File: config.mk
export PLATFORM = sky130hd
export DESIGN_NAME = ifu
export DESIGN_NICKNAME = d
export VERILOG_FILES = /design/src/rtl/ifu_pkg.sv /design/src/rtl/ifu_fifo.sv /design/src/rtl/ifu.sv
export SDC_FILE = /design/constraint.sdc
export NUM_CORES = 1
export LEC_CHECK = 0
export CAP_MARGIN = 20
export CORE_MARGIN = 2
export CORE_UTILIZATION = 40
export DETAILED_ROUTE_END_ITERATION = 8
export DONT_BUFFER_PORTS = 1
export GPL_TIMING_DRIVEN = 0
export PLACE_DENSITY = 0.53
export SLEW_MARGIN = 30
export SYNTH_ARGS = -nofsm -noshare
export SYNTH_HDL_FRONTEND = slang
export SYNTH_SLANG_ARGS = --single-unit
File: constraint.sdc
create_clock -name clk -period 4.07 [get_ports clk]
set_clock_uncertainty 0.2 [all_clocks]
set_input_delay 0.2035 -clock clk [delete_from_list [all_inputs] [get_ports clk]]
set_output_delay 0.2035 -clock clk [all_outputs]
set_load 0.02 [all_outputs]
File: src/rtl/ifu_pkg.sv
// ifu_pkg: shared definitions for the instruction fetch unit.
// Holds the default reset PC, the fetch FSM state encoding and a PC alignment helper.
package ifu_pkg;

  localparam logic [31:0] IFU_RESET_PC = 32'h80000000;

  typedef enum logic [1:0] {
    IDLE = 2'd0,
    WAIT = 2'd1,
    DROP = 2'd2
  } ifu_state_t;

  // Clear the byte-offset bits so a PC always names a whole instruction word.
  function automatic logic [31:0] ifu_align(input logic [31:0] pc);
    return {pc[31:2], 2'b00};
  endfunction

endpackage

File: src/rtl/ifu_fifo.sv
// ifu_fifo: small fetch buffer of {pc, inst} entries.
// Push and pop may fire on the same edge, even when full; flush empties it in one cycle.
// The head entry reads as zero while the buffer is empty.
module ifu_fifo #(
  parameter int DEPTH = 2
) (
  input  logic        clk,
  input  logic        rst,
  input  logic        i_push,
  input  logic [63:0] i_data,
  input  logic        i_pop,
  input  logic        i_flush,
  output logic [63:0] o_data,
  output logic        o_full,
  output logic        o_empty
);

  localparam int AW = (DEPTH > 1) ? $clog2(DEPTH) : 1;
  localparam logic [AW:0]   FULL_COUNT = (AW + 1)'(DEPTH);
  localparam logic [AW:0]   ONE_COUNT  = (AW + 1)'(1);
  localparam logic [AW-1:0] ONE_PTR    = AW'(1);

  logic [63:0]   r_mem [DEPTH];
  logic [AW-1:0] r_wrPtr;
  logic [AW-1:0] r_rdPtr;
  logic [AW:0]   r_count;
  logic          w_doPush;
  logic          w_doPop;

  assign o_empty  = (r_count == '0);
  assign o_full   = (r_count == FULL_COUNT);
  assign w_doPop  = i_pop && !o_empty;
  assign w_doPush = i_push && (!o_full || w_doPop);
  assign o_data   = o_empty ? 64'd0 : r_mem[r_rdPtr];

  // Pointer and occupancy bookkeeping; flush and reset both return to empty.
  always_ff @(posedge clk) begin
    if (rst || i_flush) begin
      r_wrPtr <= '0;
      r_rdPtr <= '0;
      r_count <= '0;
    end else begin
      if (w_doPush) r_wrPtr <= r_wrPtr + ONE_PTR;
      if (w_doPop)  r_rdPtr <= r_rdPtr + ONE_PTR;
      case ({w_doPush, w_doPop})
        2'b10:   r_count <= r_count + ONE_COUNT;
        2'b01:   r_count <= r_count - ONE_COUNT;
        default: r_count <= r_count;
      endcase
    end
  end

  // Entry storage; a write is suppressed on the edge the buffer is being emptied.
  always_ff @(posedge clk) begin
    if (w_doPush && !rst && !i_flush) r_mem[r_wrPtr] <= i_data;
  end

endmodule

File: src/rtl/ifu.sv
// ifu: instruction fetch unit with one outstanding memory read and a small fetch buffer.
// Optional feature macro: IFU_MISALIGN_CHECK_EN -- a misaligned redirect sets a sticky
// err flag and halts fetching until reset; without it the target is word-aligned and err is 0.
module ifu
  import ifu_pkg::*;
#(
  parameter logic [31:0] RESET_PC = IFU_RESET_PC,
  parameter int          DEPTH    = 2
) (
  input  logic        clk,
  input  logic        rst,
  output logic        mem_req_valid,
  input  logic        mem_req_ready,
  output logic [31:0] mem_req_addr,
  input  logic        mem_resp_valid,
  input  logic [31:0] mem_resp_data,
  input  logic        redirect_valid,
  input  logic [31:0] redirect_pc,
  output logic        out_valid,
  input  logic        out_ready,
  output logic [31:0] out_inst,
  output logic [31:0] out_pc,
  output logic        err
);

  ifu_state_t  r_state;
  ifu_state_t  w_nextState;
  logic [31:0] r_fetchPc;
  logic [31:0] w_redirPc;
  logic [63:0] w_headEntry;
  logic        w_full;
  logic        w_empty;
  logic        w_reqFire;
  logic        w_respPush;
  logic        w_pop;
  logic        w_respOwed;
  logic        w_errState;

  assign w_redirPc = ifu_align(redirect_pc);

`ifdef IFU_MISALIGN_CHECK_EN
  logic r_err;

  // Sticky error on any redirect whose target is not word aligned.
  always_ff @(posedge clk) begin
    if (rst) begin
      r_err <= 1'b0;
    end else if (redirect_valid && (redirect_pc[1:0] != 2'b00)) begin
      r_err <= 1'b1;
    end
  end

  assign w_errState = r_err;
`else
  logic w_unusedPcLow;
  assign w_unusedPcLow = ^redirect_pc[1:0];
  assign w_errState    = 1'b0;
`endif

  assign err = w_errState;

  // A request is withheld on a redirect cycle so an accepted read never races the new PC.
  assign mem_req_valid = (r_state == IDLE) && !w_full && !w_errState && !redirect_valid && !rst;
  assign mem_req_addr  = r_fetchPc;
  assign w_reqFire     = mem_req_valid && mem_req_ready;
  assign w_respPush    = (r_state == WAIT) && mem_resp_valid && !redirect_valid && !rst;
  assign w_respOwed    = ((r_state == WAIT) || (r_state == DROP)) && !mem_resp_valid;

  assign out_valid = !w_empty && !rst;
  assign w_pop     = out_valid && out_ready && !redirect_valid;
  assign out_pc    = w_headEntry[63:32];
  assign out_inst  = w_headEntry[31:0];

  ifu_fifo #(
    .DEPTH (DEPTH)
  ) u_fifo (
    .clk     (clk),
    .rst     (rst),
    .i_push  (w_respPush),
    .i_data  ({ifu_align(r_fetchPc - 32'd4), mem_resp_data}),
    .i_pop   (w_pop),
    .i_flush (redirect_valid),
    .o_data  (w_headEntry),
    .o_full  (w_full),
    .o_empty (w_empty)
  );

  // Next-state logic; a redirect with a read still owed must swallow that stale response.
  always_comb begin
    w_nextState = r_state;
    case (r_state)
      IDLE:       if (w_reqFire) w_nextState = WAIT;
      WAIT, DROP: if (mem_resp_valid) w_nextState = IDLE;
      default:    w_nextState = IDLE;
    endcase
    if (redirect_valid) begin
      w_nextState = w_respOwed ? DROP : IDLE;
    end
  end

  // State register; reset still drops a response owed to a pre-reset request.
  always_ff @(posedge clk) begin
    if (rst) begin
      r_state <= w_respOwed ? DROP : IDLE;
    end else begin
      r_state <= w_nextState;
    end
  end

  // Fetch PC: reset value, redirect target, or advance by one word per accepted request.
  always_ff @(posedge clk) begin
    if (rst) begin
      r_fetchPc <= RESET_PC;
    end else if (redirect_valid) begin
      r_fetchPc <= w_redirPc;
    end else if (w_reqFire) begin
      r_fetchPc <= r_fetchPc + 32'd4;
    end
  end

endmodule

# After elaboration in Yosys (flattened, before gate mapping)
# Memory sizes are Yosys's and may differ from the RTL's. A register that Yosys moved wholly into a read port is not among the register bits.
# Index checks and enable logic that the tools add are counted.
[op_classes]
addsub = 6
n_eq_ne = 7
mux = 14
reduce_logical = 30
[op_table]
columns = ["op", "n"]
rows = [
  ["two-way mux 32 bit", 2],
  ["two-way mux 64 bit", 1],
  ["adder 32 x 3 -> 32 bit (second input constant)", 1],
  ["subtractor 32 x 3 -> 32 bit (second input constant)", 1],
  ["logical AND 1 bit", 15],
  ["two-way mux 2 bit", 5],
  ["!= test 4 bit (second input constant)", 2],
  ["case mux 2 bit (2 select lines)", 2],
  ["equality test 2 bit (second input constant)", 3],
  ["logical NOT 1 bit", 5],
  ["equality test 2 x 1 -> 1 bit (second input constant)", 2],
  ["logical NOT 2 bit", 2],
  ["two-way mux 1 bit", 4],
  ["nonzero test 2 bit", 2],
  ["OR reduction 2 bit", 2],
  ["logical OR 1 bit", 3],
  ["adder 1 bit (second input constant)", 2],
  ["adder 2 x 1 -> 2 bit (second input constant)", 1],
  ["AND reduction 2 bit", 1],
  ["subtractor 2 x 1 -> 2 bit (second input constant)", 1],
]
[totals]
register_bits = 38
mem_bits_rw = 124
out_inout_bits = 99
n_memories = 1
[memory_table]
columns = ["name", "words", "word_bits", "read_ports", "rd_ports_with_merged_regs", "write_ports", "line", "rtl"]
rows = [
  ["u_fifo.r_mem", 2, 62, 1, 1, 1, "ifu_fifo.sv:23", "logic [63:0] r_mem [DEPTH];"],
]

# Logic depth before layout (Yosys ltp)
# Gate-level depths: netlist of the first run.
[depth]
depth_word = 12
mapped_depth = 9
depth_no_buf = 7

# Modules after synthesis
# Synthesis of the first run repeated with hierarchy kept, for this count alone.
[unflattened]
cells_unflattened = 675
area_unflattened_um2 = 7985.2
[modules_own_cells]
columns = ["mod", "instances", "cells_each", "area_each_um2", "seq_area_each_um2"]
rows = [
  ["ifu_fifo", 1, 299, 5210.0, 3943.8],
  ["ifu", 1, 376, 2775.2, 660.6],
]

# Least setup slack after synthesis of the first run
# OpenSTA, ideal clock, no wires.
[synth_path]
path_type = "input to register"
from = "input redirect_valid"
to = "memory u_fifo.r_mem[0][0] (netlist name) (enable)"
arrival_ns = 3.724
setup_slack_ns = -0.337
path_stages = 6
n_path_buf = 2
cell_sequence = "clkbuf_1 -> or2_2 -> clkbuf_1 -> nor2_1 -> o21ai_0 -> nor2_1"
[synth_via]
elab_chain_cells = 9
elab_cells_between_ends = 11
[synth_lines]
columns = ["item", "line", "rtl"]
rows = [
  ["start: declaration", "ifu.sv:17", "input logic redirect_valid,"],
  ["logical NOT 1 bit *", "ifu_fifo.sv:55, ifu.sv:66, ifu.sv:70", ""],
  ["logical AND 1 bit", "ifu.sv:70", "assign w_pop = out_valid && out_ready && !redirect_valid;"],
  ["logical AND 1 bit", "ifu_fifo.sv:32", "assign w_doPop = i_pop && !o_empty;"],
  ["logical OR 1 bit", "ifu_fifo.sv:33", "assign w_doPush = i_push && (!o_full || w_doPop);"],
  ["logical AND 1 bit", "ifu_fifo.sv:33", ""],
  ["logical AND 1 bit", "ifu_fifo.sv:55", "if (w_doPush && !rst && !i_flush) r_mem[r_wrPtr] <= i_data;"],
  ["logical AND 1 bit *", "ifu_fifo.sv:55", ""],
  ["two-way mux 1 bit *", "ifu_fifo.sv:55", ""],
  ["two-way mux 1 bit (implied by the code) *", "ifu_fifo.sv:55", ""],
  ["end: declaration", "ifu_fifo.sv:23", ""],
]
# Mark *: on every way between the ends. The rest lies on a longest branch, timed or not.

# Worst setup path after layout of the first run
[layout_path]
from = "register r_fetchPc[2] (netlist: mem_req_addr[2])"
to = "memory u_fifo.r_mem[0][50] (netlist name), data pin"
[layout_via]
elab_chain_cells = 1
[layout_lines]
columns = ["item", "line", "rtl"]
rows = [
  ["start: declaration", "ifu.sv:28", "logic [31:0] r_fetchPc;"],
  ["start signal: assignment", "ifu.sv:115", "r_fetchPc <= w_redirPc;"],
  ["start signal: assignment", "ifu.sv:117", "r_fetchPc <= r_fetchPc + 32'd4;"],
  ["subtractor 32 x 3 -> 32 bit", "ifu.sv:80", ".i_data ({ifu_align(r_fetchPc - 32'd4), mem_resp_data}),"],
  ["net u_fifo.i_data[52]", "ifu_fifo.sv:10", "input logic [63:0] i_data,"],
]
# The timed path passes the listed nets, and every way through them passes these cells.

==> impl_results.html, run 1 <==
<table>
<tr><th>Metric</th><th>Value</th></tr>
<tr><th colspan="2">Routing</th></tr>
<tr><td>Number of vias in the routed layout</td><td>approximately 5000</td></tr>
<tr><td>Wire length reported by the detailed router</td><td>about 18 mm</td></tr>
<tr><td>Number of DRC violations after detailed-routing iteration 0</td><td>between 200 and 250</td></tr>
<tr><td>Average detailed-routed wire length per instance</td><td>18.3 um</td></tr>
<tr><td>Antenna Nets Post-Route</td><td>0</td></tr>
<tr><td>Via density per instance</td><td>around 5.2</td></tr>
<tr><td>Final routed DRC violation total</td><td>0</td></tr>
<tr><td>First drt pass iteration count</td><td>4</td></tr>
<tr><th colspan="2">Timing</th></tr>
<tr><td>Hold violation count in the final report</td><td>0</td></tr>
<tr><td>Final min period</td><td>slightly above 3 ns</td></tr>
<tr><td>Actual transition at the worst max-transition pin</td><td>roughly 0.8 ns</td></tr>
<tr><td>Setup violations, final</td><td>0</td></tr>
<tr><td>Worst slack on hold paths</td><td>about 0.029 ns</td></tr>
<tr><td>Number of max-slew violations in the final report</td><td>0</td></tr>
<tr><td>Worst Slack Setup Final</td><td>just over 1 ns</td></tr>
<tr><td>RSZ-0062 raised after global routing</td><td>false</td></tr>
<tr><td>Max Fclk</td><td>330 MHz</td></tr>
<tr><td>Relative slew slack</td><td>0.463</td></tr>
<tr><td>Part of the cycle the worst path needs</td><td>0.745</td></tr>
<tr><th colspan="2">Power</th></tr>
<tr><td>Net switching fraction of the power</td><td>0.245</td></tr>
<tr><td>Clock group share of total power</td><td>0.392</td></tr>
<tr><td>Seq pwr share</td><td>0.498</td></tr>
<tr><td>Power density over the cells</td><td>around 420 nW/um2</td></tr>
<tr><td>Internal power contribution</td><td>slightly below 3000 uW</td></tr>
<tr><td>LEAKAGE</td><td>between 0.002 and 0.003 uW</td></tr>
<tr><td>Combinational share of power</td><td>0.110</td></tr>
<tr><td>Largest voltage drop on the vdd net</td><td>about 0.3 mV</td></tr>
<tr><td>NetSw</td><td>938 uW</td></tr>
<tr><th colspan="2">Setup path</th></tr>
<tr><td>Worst-path fanout max</td><td>7</td></tr>
<tr><td>Worst setup SP type</td><td>register</td></tr>
<tr><td>Capturing element type of the critical path</td><td>register</td></tr>
<tr><td>Critical setup path kind</td><td>register to register</td></tr>
<tr><td>Worst EP arrival</td><td>between 3 and 4 ns</td></tr>
<tr><td>Required time reported for the critical path endpoint</td><td>between 4 and 5 ns</td></tr>
<tr><th colspan="2">Run</th></tr>
<tr><td>Max-capacitance violation count</td><td>0</td></tr>
<tr><th colspan="2">Finish</th></tr>
<tr><td>Fill cells</td><td>around 1700</td></tr>
<tr><td>Layout cells sized above 1</td><td>0.0845</td></tr>
<tr><td>Post-Layout Cell Count</td><td>963</td></tr>
<tr><td>Count of nets after finishing</td><td>between 700 and 800</td></tr>
<tr><td>Final design utilization</td><td>0.504</td></tr>
<tr><td>Relative area change from synthesis to final layout</td><td>22.7%</td></tr>
<tr><td>Total inserted antenna cells</td><td>0</td></tr>
<tr><td>Post-Layout Inst Area</td><td>approximately 9100 um2</td></tr>
<tr><th colspan="2">Clock network</th></tr>
<tr><td>Post CTS Setup Buffer Count</td><td>0</td></tr>
<tr><td>Num Clock Sinks</td><td>roughly 160</td></tr>
<tr><td>Hold bufs inserted after CTS</td><td>64</td></tr>
<tr><td>Clk root buf</td><td>sky130_fd_sc_hd__clkbuf_16</td></tr>
<tr><td>H-tree depth reported by CTS</td><td>4</td></tr>
<tr><td>Number of gates resized after CTS</td><td>0</td></tr>
<tr><td>Clock latency of the later-clocked register in the worst-skew pair</td><td>approximately 0.42 ns</td></tr>
<tr><td>Number of buffers inserted during clock tree synthesis</td><td>17</td></tr>
<tr><td>Clock transition at the registers of the reported paths</td><td>roughly 0.07 ns</td></tr>
<tr><td>Buffers from clock root to sink, at most</td><td>2</td></tr>
<tr><td>CTS tree</td><td>yes</td></tr>
<tr><th colspan="2">Yosys</th></tr>
<tr><td>Number of synthesized flops with an enable pin</td><td>between 100 and 150</td></tr>
<tr><td>Seq/Total Area, Yosys</td><td>0.604</td></tr>
<tr><td>Synthesized flop and latch total</td><td>161</td></tr>
<tr><td>Most common cell in the netlist</td><td>sky130_fd_sc_hd__edfxtp_1</td></tr>
<tr><td>Main area contributors after synthesis</td><td>sky130_fd_sc_hd__edfxtp_1 (51%), sky130_fd_sc_hd__dfxtp_1 (9.4%), sky130_fd_sc_hd__mux2i_1 (8.5%), sky130_fd_sc_hd__nor2_1 (5.2%), sky130_fd_sc_hd__xnor2_1 (3.2%)</td></tr>
<tr><td>Leading register cell type out of synthesis</td><td>sky130_fd_sc_hd__edfxtp_1</td></tr>
<tr><td>Count of cell types in the netlist</td><td>45</td></tr>
<tr><td>Async set or reset register ratio after synthesis</td><td>0</td></tr>
<tr><td>Cell taking the most area after synthesis</td><td>sky130_fd_sc_hd__edfxtp_1</td></tr>
<tr><td>Share of Yosys cell area claimed by the top area cell type</td><td>0.510</td></tr>
<tr><td>Commonest cells in the netlist</td><td>sky130_fd_sc_hd__edfxtp_1 (126), sky130_fd_sc_hd__nor2_1 (103), sky130_fd_sc_hd__mux2i_1 (63)</td></tr>
<tr><td>Gate count of the mapped netlist</td><td>between 600 and 700</td></tr>
<tr><td>Average cell area after synthesis</td><td>approximately 12 um2</td></tr>
<tr><td>Synthesis warning total</td><td>0</td></tr>
<tr><td>Cell area after synthesis</td><td>roughly 7400 um2</td></tr>
<tr><th colspan="2">Place</th></tr>
<tr><td># port buffers</td><td>0</td></tr>
<tr><td>Worst Setup Slack post-DPL</td><td>roughly 1.1 ns</td></tr>
<tr><td>Placer congestion estimate</td><td>~0.85</td></tr>
<tr><td>Cell Area, Placed</td><td>~7900 um2</td></tr>
<tr><td>DP Cell Count</td><td>between 800 and 900</td></tr>
<tr><td>HPWL after detailed placement</td><td>between 10 and 15 mm</td></tr>
<tr><th colspan="2">Die</th></tr>
<tr><td>Width of the die</td><td>around 140 um</td></tr>
<tr><td>Core Area</td><td>between 15000 and 20000 um2</td></tr>
<tr><td>Die area</td><td>between 15000 and 20000 um2</td></tr>
<tr><td>Row count</td><td>between 40 and 50</td></tr>
<tr><td>Number of top-level pins</td><td>between 150 and 200</td></tr>
<tr><td>Starting Density</td><td>0.411</td></tr>
<tr><td>Die Ht</td><td>about 140 um</td></tr>
<tr><th colspan="2">Outcome</th></tr>
<tr><td>Result of the run</td><td>complete, no violations</td></tr>
<tr><th colspan="2">Min path</th></tr>
<tr><td>Class of the tightest hold or removal check</td><td>input pin to register</td></tr>
<tr><th colspan="2">Global route</th></tr>
<tr><td>Initial antenna violation count</td><td>0</td></tr>
<tr><td>Total global routing track utilization</td><td>0.178</td></tr>
<tr><td>Vias in the first global route</td><td>around 5100</td></tr>
<tr><td>Maximum number of pins on one net before global-route repair</td><td>21</td></tr>
<tr><td>Total congestion overflow</td><td>0</td></tr>
<tr><td>Wire length of the first global-routing pass</td><td>roughly 27 mm</td></tr>
</table>
==> kinds of logic (layout without fill, tap and decap cells) <==
| family | count (synthesis) | after routing | share of synthesized area |
|---|---|---|---|
| adders and majority gates | 4 | 4 | 0.00674 |
| muxes | 63 | 63 | 0.0849 |
| AOI/OAI and AO/OA | 51 | 51 | 0.0450 |
| and+or+nand+nor | 241 | 241 | 0.167 |
| xor gates and xnor gates | 48 | 48 | 0.0566 |
| other | 1 | 5 | 0.000505 |
| buffers and inverters | 59 | 161 | 0.0357 |
| DFF | 161 | 161 | 0.604 |
==> flip-flops by register name, indices dropped and copies added (netlist names), named ones only <==
register / count
mem_req_addr: 30
r_state: 2
u_fifo.r_count: 2
u_fifo.r_mem: 124
u_fifo.r_rdPtr: 1
u_fifo.r_wrPtr: 1
==> layer usage <==
layer | vias to the layer above | share of wire | wire length, um | global-route usage
met2 | 147 | 0.47 | 8180 | 0.285
met3 | 18 | 0.071 | 1250 | 0.0564
met5 | - | 0 | 0 | 0
li1 | 2446 | - | - | -
met4 | 0 | 0.015 | 268 | 0.0670
met1 | 2429 | 0.45 | 7880 | 0.228
==> stage by stage <==
step | TNS, ns | total power, uW
finish | 0 | 3830
global route | 0 | 3990
CTS | 0 | 3860
detailed placement | 0 | 2310
global placement | -257.21 | 2290
floorplan | -41.76 | 2200
==> power by group through the flow <==
stage	Sequential, uW	Clock (uW)	Combinational, uW
6_report	1910	1500	420
5_1_grt	1910	1610	460
4_1_cts	1910	1530	420
3_5_place_dp	1940	0	362
3_3_place_gp	1950	0	341
2_1_floorplan	1930	0	274
==> path summary, 6_finish.rpt <==
kind                   start                   to  slack [ns]  cells past startpoint
max          mem_req_addr[2]  u_fifo.r_mem[0][50]        1.04                      8
min reg2reg   u_fifo.r_rdPtr             register        0.32                      2
max reg2reg  mem_req_addr[2]  u_fifo.r_mem[0][50]        1.04                      8
min            mem_req_ready      mem_req_addr[7]        0.03                      5
==> cells in the final DEF, fill, tap and decap left out, types with 4 or more instances in the layout <==
| cell | n |
|---|---|
| sky130_fd_sc_hd__a211oi_1 | 15 |
| sky130_fd_sc_hd__a21oi_1 | 12 |
| sky130_fd_sc_hd__and2_1 | 7 |
| sky130_fd_sc_hd__and3_1 | 6 |
| sky130_fd_sc_hd__and4_1 | 4 |
| sky130_fd_sc_hd__buf_1 | 5 |
| sky130_fd_sc_hd__buf_16 | 6 |
| sky130_fd_sc_hd__buf_4 | 5 |
| sky130_fd_sc_hd__clkbuf_1 | 38 |
| sky130_fd_sc_hd__clkbuf_16 | 18 |
| sky130_fd_sc_hd__conb_1 | 5 |
| sky130_fd_sc_hd__dfxtp_1 | 35 |
| sky130_fd_sc_hd__dlygate4sd3_1 | 64 |
| sky130_fd_sc_hd__edfxtp_1 | 126 |
| sky130_fd_sc_hd__ha_1 | 4 |
| sky130_fd_sc_hd__inv_1 | 9 |
| sky130_fd_sc_hd__mux2i_1 | 63 |
| sky130_fd_sc_hd__nand2_1 | 38 |
| sky130_fd_sc_hd__nand3_1 | 15 |
| sky130_fd_sc_hd__nand4_1 | 10 |
| sky130_fd_sc_hd__nor2_1 | 100 |
| sky130_fd_sc_hd__nor3_1 | 10 |
| sky130_fd_sc_hd__nor3_2 | 4 |
| sky130_fd_sc_hd__nor4_1 | 14 |
| sky130_fd_sc_hd__o21ai_0 | 9 |
| sky130_fd_sc_hd__or3_1 | 4 |
| sky130_fd_sc_hd__or4_1 | 6 |
| sky130_fd_sc_hd__or4_4 | 5 |
| sky130_fd_sc_hd__xnor2_1 | 27 |
| sky130_fd_sc_hd__xor2_1 | 21 |
==> final cells by class <==
class / count / area, um2 / share of cell area
sequential: 161 / 4480 / 0.492
multi-input combinational: 412 / 2710 / 0.297
timing repair buffer: 70 / 806 / 0.0885
clock buffer: 23 / 479 / 0.0526
tap: 229 / 287 / 0.0315
buffer: 49 / 228 / 0.0250
clock inverter: 9 / 78.8 / 0.00865
inverter: 10 / 37.5 / 0.00412
==> critical path: stages (launching register included) <==
cell and delay [ns]:
sky130_fd_sc_hd__dfxtp_1 0.44, sky130_fd_sc_hd__inv_1 0.22, sky130_fd_sc_hd__ha_1 0.21, sky130_fd_sc_hd__nor3b_1 0.41, sky130_fd_sc_hd__nand3b_1 0.31, sky130_fd_sc_hd__or4_4 0.48, sky130_fd_sc_hd__buf_6 0.15, sky130_fd_sc_hd__nor2_1 0.11
sky130_fd_sc_hd__xor2_1 0.28
Note: power is estimated with default switching activity, not from simulation.
==> run 2: changes to the inputs <==
==> constraint.sdc (replaced) <==
create_clock -name clk -period 2.7 [get_ports clk]
set_clock_uncertainty 0.2 [all_clocks]
set_input_delay 0.135 -clock clk [delete_from_list [all_inputs] [get_ports clk]]
set_output_delay 0.135 -clock clk [all_outputs]
set_load 0.02 [all_outputs]
==> impl_results.html, run 2 (synthesized netlist as in run 1, its figures left out) <==
<table>
<tr><th>Metric</th><th>Value</th></tr>
<tr><th colspan="2">Timing</th></tr>
<tr><td>Hold violation count in the final report</td><td>1</td></tr>
<tr><td>Relative slew slack</td><td>0.572</td></tr>
<tr><td>Final min period</td><td>roughly 2.8 ns</td></tr>
<tr><td>Actual transition at the worst max-transition pin</td><td>0.637 ns</td></tr>
<tr><td>Max Fclk</td><td>359 MHz</td></tr>
<tr><td>Worst Slack Setup Final</td><td>-0.0846 ns</td></tr>
<tr><td>Number of max-slew violations in the final report</td><td>0</td></tr>
<tr><td>Worst slack on hold paths</td><td>-0.0147 ns</td></tr>
<tr><td>Part of the cycle the worst path needs</td><td>1.03</td></tr>
<tr><td>RSZ-0062 raised after global routing</td><td>true</td></tr>
<tr><td>Setup violations, final</td><td>12</td></tr>
<tr><th colspan="2">Min path</th></tr>
<tr><td>Hold Startpoint</td><td>out_ready</td></tr>
<tr><td>Class of the tightest hold or removal check</td><td>input pin to register</td></tr>
<tr><th colspan="2">Finish</th></tr>
<tr><td>Fill cells</td><td>about 1600</td></tr>
<tr><td>Layout cells sized above 1</td><td>0.147</td></tr>
<tr><td>Register with the most flip-flops</td><td>u_fifo.r_mem</td></tr>
<tr><td>Total inserted antenna cells</td><td>0</td></tr>
<tr><td>Top library cells by usage in the layout, fill and taps aside</td><td>sky130_fd_sc_hd__edfxtp_1 (126), sky130_fd_sc_hd__nor2_1 (96), sky130_fd_sc_hd__dlygate4sd3_1 (66)</td></tr>
<tr><td>Post-Layout Cell Count</td><td>a little under 1000</td></tr>
<tr><td>Largest register FFs</td><td>roughly 120</td></tr>
<tr><td>Final design utilization</td><td>0.516</td></tr>
<tr><td>Most common library cell in the layout ignoring fill and taps</td><td>sky130_fd_sc_hd__edfxtp_1</td></tr>
<tr><td>Count of nets after finishing</td><td>802</td></tr>
<tr><td>Relative area change from synthesis to final layout</td><td>25.7%</td></tr>
<tr><th colspan="2">Power</th></tr>
<tr><td>Largest voltage drop on the vdd net</td><td>about 0.45 mV</td></tr>
<tr><td>Power density over the cells</td><td>625 nW/um2</td></tr>
<tr><td>LEAKAGE</td><td>0.00308 uW</td></tr>
<tr><td>Overall power</td><td>about 5800 uW</td></tr>
<tr><th colspan="2">Clock network</th></tr>
<tr><td>CTS tree</td><td>yes</td></tr>
<tr><td>H-tree depth reported by CTS</td><td>4</td></tr>
<tr><td>Clock transition at the registers of the reported paths</td><td>about 0.060 ns</td></tr>
<tr><td>Clk root buf</td><td>sky130_fd_sc_hd__clkbuf_16</td></tr>
<tr><td>Num Clock Sinks</td><td>between 150 and 200</td></tr>
<tr><td>Buffers from clock root to sink, at most</td><td>2</td></tr>
<tr><td>Number of buffers inserted during clock tree synthesis</td><td>17</td></tr>
<tr><td>Clock latency of the later-clocked register in the worst-skew pair</td><td>approximately 0.42 ns</td></tr>
<tr><th colspan="2">Outcome</th></tr>
<tr><td>Result of the run</td><td>finished with violations</td></tr>
<tr><td>Violated checks</td><td>hold timing, setup timing</td></tr>
<tr><th colspan="2">Global route</th></tr>
<tr><td>Maximum number of pins on one net before global-route repair</td><td>24</td></tr>
<tr><td>Total congestion overflow</td><td>0</td></tr>
<tr><td>Wire length of the first global-routing pass</td><td>27.8 mm</td></tr>
<tr><td>Total global routing track utilization</td><td>0.184</td></tr>
<tr><td>Initial antenna violation count</td><td>0</td></tr>
<tr><td>Vias in the first global route</td><td>~5200</td></tr>
<tr><th colspan="2">Die</th></tr>
<tr><td>Width of the die</td><td>roughly 140 um</td></tr>
<tr><td>Row count</td><td>49</td></tr>
<tr><td>Die area</td><td>slightly below 20000 um2</td></tr>
<tr><td>Die Ht</td><td>between 100 and 150 um</td></tr>
<tr><td>Starting Density</td><td>0.411</td></tr>
<tr><td>Number of top-level pins</td><td>around 170</td></tr>
<tr><td>Core Area</td><td>roughly 18000 um2</td></tr>
<tr><th colspan="2">Place</th></tr>
<tr><td>DP Cell Count</td><td>approximately 870</td></tr>
<tr><td>Worst Setup Slack post-DPL</td><td>-0.318 ns</td></tr>
<tr><td># port buffers</td><td>0</td></tr>
<tr><td>HPWL after detailed placement</td><td>between 10 and 15 mm</td></tr>
<tr><td>Placer congestion estimate</td><td>around 0.83</td></tr>
<tr><th colspan="2">Routing</th></tr>
<tr><td>Via density per instance</td><td>5.27</td></tr>
<tr><td>Number of vias in the routed layout</td><td>just over 5000</td></tr>
<tr><td>Average detailed-routed wire length per instance</td><td>between 15 and 20 um</td></tr>
<tr><td>Antenna Nets Post-Route</td><td>0</td></tr>
<tr><td>Final routed DRC violation total</td><td>0</td></tr>
<tr><td>First drt pass iteration count</td><td>5</td></tr>
<tr><td>Number of DRC violations after detailed-routing iteration 0</td><td>around 240</td></tr>
<tr><td>Wire length reported by the detailed router</td><td>roughly 18 mm</td></tr>
<tr><th colspan="2">Setup path</th></tr>
<tr><td>Worst setup SP type</td><td>register</td></tr>
<tr><td>Required time reported for the critical path endpoint</td><td>between 2 and 3 ns</td></tr>
<tr><td>Reg-to-reg startpoint</td><td>mem_req_addr[13]</td></tr>
<tr><td>Capturing element type of the critical path</td><td>register</td></tr>
<tr><td>Critical setup path kind</td><td>register to register</td></tr>
<tr><td>Worst-path fanout max</td><td>7</td></tr>
<tr><td>Crit path launch</td><td>mem_req_addr[13]</td></tr>
<tr><td>Worst EP arrival</td><td>2.73 ns</td></tr>
<tr><td>Worst-case register-to-register setup slack</td><td>-0.08 ns</td></tr>
<tr><th colspan="2">Run</th></tr>
<tr><td>Max-capacitance violation count</td><td>0</td></tr>
</table>
-- run 2: cell count changes in the layout (fill, tap and decap cells not counted), sizes merged --
| cell | previous run | this run |
|---|---|---|
| buf | 21 | 30 |
| bufinv | 1 | 2 |
| clkbuf | 57 | 51 |
| clkinv | 4 | 8 |
| dlygate4sd3 | 64 | 66 |
| inv | 13 | 10 |
-- run 2: final timing paths --
| check | endpoint | cells after the start |
|---|---|---|
| max reg2reg | u_fifo.r_mem[1][59] | 6 |
| min reg2reg | register | 2 |
| max | u_fifo.r_mem[1][59] | 6 |
| min | u_fifo.r_wrPtr | 3 |
-- run 2: critical path: stages, from the launching register on --
cell	delay [ns]
sky130_fd_sc_hd__dfxtp_4	0.37
sky130_fd_sc_hd__buf_6	0.12
sky130_fd_sc_hd__or4_4	0.52
sky130_fd_sc_hd__or3_4	0.35
sky130_fd_sc_hd__or4_4	0.64
sky130_fd_sc_hd__nor4_4	0.19
sky130_fd_sc_hd__xor2_1	0.12
-- run 2: area by class of cell --
type | instances | area (um2) | share of cell area
Multi-Input combinational cell | 412 | 2830 | 0.303
Buffer | 45 | 228 | 0.0244
Tap cell | 229 | 287 | 0.0307
Clock inverter | 11 | 118 | 0.0126
Clock buffer | 21 | 440 | 0.0472
Sequential cell | 161 | 4510 | 0.483
Inverter | 10 | 40.0 | 0.00429
Timing Repair Buffer | 81 | 893 | 0.0957
-- run 2: per-layer routing --
layer / GRT usage / share of wire / vias to the layer above
li1: - / - / 2458
met1: 0.226 / 0.44 / 2435
met2: 0.307 / 0.47 / 196
met3: 0.0581 / 0.071 / 25
met4: 0.0638 / 0.014 / 0
met5: 0 / 0 / -
-- run 2: through the flow --
stage / setup TNS, ns / cell area [um2]
detailed placement: -5.32 / 7930
floorplan: -79.51 / 7460
finish: -0.575 / 9340
global route: -1.35 / 9340
CTS: -0.687 / 9240
global placement: -236.07 / 7750
-- run 2: what timing repair did --
action / in CTS / in global routing
endpoints found under the setup margin: 75 / 122
pin swaps: 0 / 3
hold buffers: 66 / 0
buffers inserted: 5 / 4
resized for setup: 28 / 24
hold endpoints to repair: 101 / 0
-- run 2: report_power, final --
part           leakage (uW)  internal [uW]  switching, uW
logic               0.00137            278            398
registers           0.00144           2770            107
clock network      0.000272           1350            926
total               0.00308           4410           1430
